## config.mk

```make
export PLATFORM = sky130hd
export DESIGN_NAME = fc_layer_sequencer
export DESIGN_NICKNAME = d
export VERILOG_FILES = /design/src/rtl/fc_layer_sequencer.sv
export SDC_FILE = /design/constraint.sdc
export NUM_CORES = 1
export LEC_CHECK = 0
export CORE_MARGIN = 3
export CORE_UTILIZATION = 39
export DETAILED_ROUTE_END_ITERATION = 16
export PLACE_DENSITY = 0.83
export RECOVER_POWER = 50
export SLEW_MARGIN = 10
export SYNTH_ARGS = -nofsm -noshare
export SYNTH_HDL_FRONTEND = slang
export SYNTH_SLANG_ARGS = --single-unit
```

## constraint.sdc

```tcl
create_clock -name clk -period 4.4 [get_ports clk]
set_input_delay 0.88 -clock clk [delete_from_list [all_inputs] [get_ports clk]]
set_output_delay 0.88 -clock clk [all_outputs]
set_load 0.01 [all_outputs]
```

## src/rtl/fc_layer_sequencer.sv

```systemverilog
// Runs a chain of fully-connected layer engines one at a time over a shared memory,
// relocating each engine's accesses into its layer region and guarding each layer with a watchdog.
module fc_layer_sequencer #(
   parameter int unsigned NUM_LAYERS = 3,
   parameter int unsigned ADDR_W     = 16,
   parameter int unsigned REGION     = 64,
   parameter int unsigned TIMEOUT    = 4096,
   parameter int unsigned CW         = 16
) (
   input  logic                       clk,
   input  logic                       reset_n,
   input  logic                       start,
   input  logic [NUM_LAYERS-1:0]      layer_end_i,
   input  logic [NUM_LAYERS-1:0]      layer_we_i,
   input  logic [NUM_LAYERS*16-1:0]   layer_addr_i,
   input  logic [NUM_LAYERS*16-1:0]   layer_out_i,
   output logic [NUM_LAYERS-1:0]      layer_en_o,
   output logic [NUM_LAYERS-1:0]      layer_rst_n_o,
   output logic [ADDR_W-1:0]          mem_addr,
   output logic                       mem_we,
   output logic [15:0]                mem_wdata,
   output logic [2:0]                 cur_layer,
   output logic                       busy,
   output logic                       done,
   output logic                       error
);

   localparam int unsigned DW = 16;
   localparam int unsigned LW = 3;

   typedef enum logic [2:0] {
      S_IDLE  = 3'd0,
      S_CLR   = 3'd1,
      S_RUN   = 3'd2,
      S_DRAIN = 3'd3,
      S_ERR   = 3'd4
   } state_t;

   state_t                state, state_d;
   logic [LW-1:0]         cur_d;
   logic [CW-1:0]         wd, wd_d;
   logic [NUM_LAYERS-1:0] en_d, rst_n_d;
   logic                  busy_d, done_d, error_d;

   logic                  sel_end, sel_we;
   logic [DW-1:0]         sel_addr, sel_data;
   logic                  last_layer, expired;

   // Pick the signals of the engine addressed by cur_layer
   always_comb begin
      sel_end  = 1'b0;
      sel_we   = 1'b0;
      sel_addr = '0;
      sel_data = '0;
      for (int unsigned k = 0; k < NUM_LAYERS; k++) begin
         if (cur_layer == LW'(k)) begin
            sel_end  = layer_end_i[k];
            sel_we   = layer_we_i[k];
            sel_addr = layer_addr_i[DW*k +: DW];
            sel_data = layer_out_i[DW*k +: DW];
         end
      end
   end

   // Reads come from the layer's own region, writes go to the next layer's region
   always_comb begin
      mem_we    = 1'b0;
      mem_addr  = '0;
      mem_wdata = '0;
      if (state == S_RUN) begin
         if (sel_we) begin
            mem_we    = 1'b1;
            mem_addr  = ADDR_W'((32'(cur_layer) + 32'd1) * REGION + 32'(sel_addr));
            mem_wdata = sel_data;
         end else begin
            mem_addr  = ADDR_W'(32'(cur_layer) * REGION + 32'(sel_addr));
         end
      end
   end

   assign last_layer = (cur_layer == LW'(NUM_LAYERS - 1));
   assign expired    = (wd == CW'(TIMEOUT - 1));

   // Next state and next values of the registered outputs
   always_comb begin
      state_d = state;
      cur_d   = cur_layer;
      wd_d    = '0;
      busy_d  = busy;
      done_d  = 1'b0;
      error_d = error;
      en_d    = '0;
      rst_n_d = '1;

      case (state)
         S_IDLE, S_ERR: begin
            if (start) begin
               state_d = S_CLR;
               cur_d   = '0;
               error_d = 1'b0;
               busy_d  = 1'b1;
            end
         end
         S_CLR: begin
            state_d = S_RUN;
            cur_d   = '0;
         end
         S_RUN: begin
            // A finishing engine wins over a simultaneous watchdog expiry
            if (sel_end) begin
               state_d = S_DRAIN;
            end else if (expired) begin
               state_d = S_ERR;
               error_d = 1'b1;
               busy_d  = 1'b0;
            end else begin
               wd_d = wd + CW'(1);
            end
         end
         S_DRAIN: begin
            if (last_layer) begin
               state_d = S_IDLE;
               done_d  = 1'b1;
               busy_d  = 1'b0;
            end else begin
               state_d = S_RUN;
               cur_d   = cur_layer + LW'(1);
            end
         end
         default: begin
            state_d = S_IDLE;
            busy_d  = 1'b0;
         end
      endcase

      if (state_d == S_RUN) begin
         for (int unsigned k = 0; k < NUM_LAYERS; k++) begin
            en_d[k] = (cur_d == LW'(k));
         end
      end
      if (state_d == S_CLR) begin
         rst_n_d = '0;
      end
   end

   always_ff @(posedge clk or negedge reset_n) begin
      if (!reset_n) begin
         state         <= S_IDLE;
         cur_layer     <= '0;
         wd            <= '0;
         busy          <= 1'b0;
         done          <= 1'b0;
         error         <= 1'b0;
         layer_en_o    <= '0;
         layer_rst_n_o <= '1;
      end else begin
         state         <= state_d;
         cur_layer     <= cur_d;
         wd            <= wd_d;
         busy          <= busy_d;
         done          <= done_d;
         error         <= error_d;
         layer_en_o    <= en_d;
         layer_rst_n_o <= rst_n_d;
      end
   end

endmodule
```

==> results.md <==
* Largest net degree at the start of global routing at 30
* Hold violation count in the final report at 0
* Residual DRC count at 0
* Average cell area after synthesis at around 7.9 µm²
* Number of placement rows at 28
* Max-cap violations at 1
* Latest clock arrival within the worst-skew pair at 0.28 ns
* Fraction of layout cells with a size suffix above 1 at 15.95%
* Wire length of the first global-routing pass at 15.56 mm
* Max Buffers Root-to-Sink at 2
* Routability congestion estimate from global placement at 0.9253
* Number of buffers inserted during clock tree synthesis at 5
* Starting density of the core at approximately two fifths
* Sequential area share after synthesis at 28.49%
* CTS tree: yes
* Basic-gate share of the synthesized area counting and, or, nand and nor cells at 30.16%
* Highest clock frequency the design can meet at 0.2360 GHz
* Clock input transition at the sequential cells of the worst setup and hold paths at 0.06 ns
* Number of inserted diodes at 0
* Number of distinct library cells after synthesis at 57
* Height of the die at 86.88 µm
* Fin crit period at 4.238 ns
* Syn Nets at roughly 440
* Type of the most critical hold path: flip-flop to flip-flop
* Transition time at the pin with the least slew margin at 1.531 ns
* Complex-gate fraction of the synthesized area at 23.74%
* Synth Warn # at 0
* Relative max-transition margin at -2.034%
* Max Clock Skew at 0.005709 ns
* Dominant combinational cell family by area after synthesis: simple AND/OR/NAND/NOR gates
* Clock sink count at 29
* IR drop worst, VDD at 0.4677 mV
* Total Nets Final at around 600
* HPWL after detailed placement at 8.054 mm
* Overall power after layout at 2.850 mW
* Number of pins exceeding their max-slew limit in the final report at 30
* Violated checks: capacitance limit, slew limit
* Number of nets still failing antenna checks after routing at 0
* Area growth from synthesis to layout at 73.66%
* Critical Path Start Type: flip-flop
* Drt first-iter violations at around 200
* Clock root buffer: sky130_fd_sc_hd__clkbuf_8
* Most used flip-flop cell after synthesis: sky130_fd_sc_hd__dfrtp_1
* Data arrival time at the worst-slack endpoint at 3.36 ns
* Final core occ at 72.27%
* I/O pin total at 150
* Total wire length after detailed routing at 10.16 mm
* Average vias per placed instance at 5.567
* Synth Area in XOR/XNOR at 5.150%
* Critical path endpoint category: output pin
* Via count of the routed design at 3,140
* Largest driver fanout on the critical path at 5
* Detailed-route wire length per cell at ~18 µm
* Start-to-end type of the worst setup path: flip-flop to output pin
* Total negative setup slack at 0 ns
* Internal reg-to-reg setup slack at 1.91 ns
* Number of register bits inferred by synthesis at 29
* Vias in the first global route at 3,021
* Setup violation total in the final timing report at 0
* Total congestion overflow after global routing at 0
* Maximum level of the CTS H-tree at 2
* Placeable core region at 6131 µm²
* Netlist area before placement at 2551 µm²
* Initial antenna violation count at 0
* Mux share of post-synthesis cell area at 0.8337%
* 1st-pass router iterations at 5
* Fin Hold WS at 0.4865 ns
* EDFF count, synth at 0
* Arithmetic-cell share of the synthesized area counting full adders, half adders and majority gates at 5.199%
* Total routing usage reported by global routing at between 20% and 30%
* Required @ worst endpoint at 3.52 ns
* Post-route fraction of the period consumed by the critical path at 96.32%
* Static leakage at 1.831 nW
* Result of the run: finished with violations
* Post-synthesis instance total at 321
* Power density of the placed cells at between 600 and 700 nW/µm²
* Die width at 86.88 µm
* Hold bufs inserted after CTS at 0
* Number of I/O port buffers at ~150
* Area of the die at 7548 µm²
* Share of synthesized registers carrying an async set or reset at 100.0%
==> path summary, 6_finish.rpt <==
path | endpoint | cells past startpoint | start
setup reg to reg | layer_en_o[2] | 9 | cur_layer[0]
min in group asynchronous | layer_en_o[0] | 2 | reset_n
hold reg to reg | error | 1 | error
setup / recovery | mem_addr[12] | 15 | cur_layer[0]
max in group asynchronous | wd[4] | 2 | reset_n
hold / removal | error | 1 | error
==> cells in the final DEF (no fill, tap or decap), drive strengths merged, types with 7 or more instances in the layout <==
cell	netlist	final
inv	12	12
xnor2	8	8
ha	9	9
nor2	53	53
nand3	9	9
a221oi	24	24
o21ai	12	12
nand2	18	18
dlygate4sd3	0	12
xor2	7	7
a21oi	16	16
nor3	28	28
clkdlybuf4s50	0	126
dfrtp	28	28
clkbuf	11	8
buf	11	36
==> cell usage after synthesis (all sizes together), types with 2 or more instances <==
cell | instances | share of area [%]
nand3 | 9 | 1.8
o21ai | 12 | 2.4
a2111oi | 2 | 0.69
clkbuf | 11 | 1.6
dfrtp | 28 | 27
nor3 | 28 | 5.5
a22oi | 5 | 1.5
nand2 | 18 | 2.7
a31oi | 3 | 0.74
a211oi | 2 | 0.59
a21oi | 16 | 3.6
or2 | 2 | 0.49
or3b | 3 | 1.0
and3 | 4 | 0.98
nor2b | 6 | 1.5
inv | 12 | 1.8
a211o | 2 | 0.69
a221oi | 24 | 9.2
a21o | 2 | 0.59
xor2 | 7 | 2.4
nor3b | 6 | 2.0
nand2b | 5 | 1.2
nor2 | 53 | 7.8
o22a | 2 | 0.69
buf | 11 | 2.9
o21a | 3 | 0.88
ha | 9 | 4.4
and2 | 3 | 0.74
o31ai | 3 | 0.88
nand3b | 6 | 1.8
xnor2 | 8 | 2.7
==> stage by stage <==
step,setup WS [ns],area [µm²],cells
3_5_place_dp,-0.6809,4249,553
2_1_floorplan,0.1603,2551,321
3_3_place_gp,-0.5093,4249,553
6_report,0.1620,4431,564
4_1_cts,-0.06293,4342,561
5_1_grt,-0.005350,4431,564
==> layer usage <==
| layer | part of all wire, % | vias up | GRT usage, % | routed length [µm] |
|---|---|---|---|---|
| li1 | - | 1498 | - | - |
| met1 | 42 | 1469 | 33.63 | 4220 |
| met2 | 50 | 146 | 42.86 | 5054 |
| met3 | 6.2 | 27 | 5.298 | 630 |
| met4 | 2.5 | 0 | 9.065 | 250 |
| met5 | 0 | - | 0 | 0 |
==> cells by family after synthesis <==
| logic type | count (synthesis) |
|---|---|
| AOI/OAI and AO/OA | 80 |
| xor gates and xnor gates | 15 |
| adders and majority gates | 10 |
| buffers and inverters | 34 |
| DFF | 29 |
| muxes | 2 |
| other | 1 |
| and+or+nand+nor | 150 |
==> worst max-delay path: stages (launching register included) <==
cell	delay (ns)
sky130_fd_sc_hd__dfrtp_1	0.42
sky130_fd_sc_hd__inv_2	0.08
sky130_fd_sc_hd__ha_1	0.26
sky130_fd_sc_hd__nor2b_2	0.19
sky130_fd_sc_hd__a31oi_4	0.17
sky130_fd_sc_hd__and2_4	0.20
sky130_fd_sc_hd__xnor2_2	0.11
sky130_fd_sc_hd__ha_2	0.21
sky130_fd_sc_hd__inv_2	0.04
sky130_fd_sc_hd__fa_2	0.36
sky130_fd_sc_hd__nor2b_2	0.14
sky130_fd_sc_hd__o21a_1	0.19
sky130_fd_sc_hd__o21ai_2	0.10
sky130_fd_sc_hd__a211o_1	0.30
sky130_fd_sc_hd__a21oi_2	0.13
sky130_fd_sc_hd__buf_2	0.15
==> state kept, by name, summed over array words and instances (netlist names) <==
register       flops
cur_layer          3
done               1
state              3
busy               1
wd                16
layer_en_o         3
layer_rst_n_o      1
error              1
==> layout make-up <==
class                      instances  area, µm²
multi-input combinational        258       1747
fill                             473       1700
sequential                        29      726.9
tap                               75      93.84
clock buffer                       7      86.33
timing repair buffer             183       1732
inverter                          12      45.04
==> power by group <==
group	total (mW)	switching [mW]	internal, mW
combinational	2.27	1.16	1.10
clock	0.217	0.0933	0.124
sequential	0.366	0.0497	0.316
==> what timing repair did <==
item | in CTS | in global routing
gates resized for setup | 26 | 22
hold endpoints to repair | 0 | 0
pin swaps | 5 | 9
buffers inserted | 1 | 3
setup endpoints to repair | 8 | 8
No activity file was read; power rests on OpenSTA's default activity.
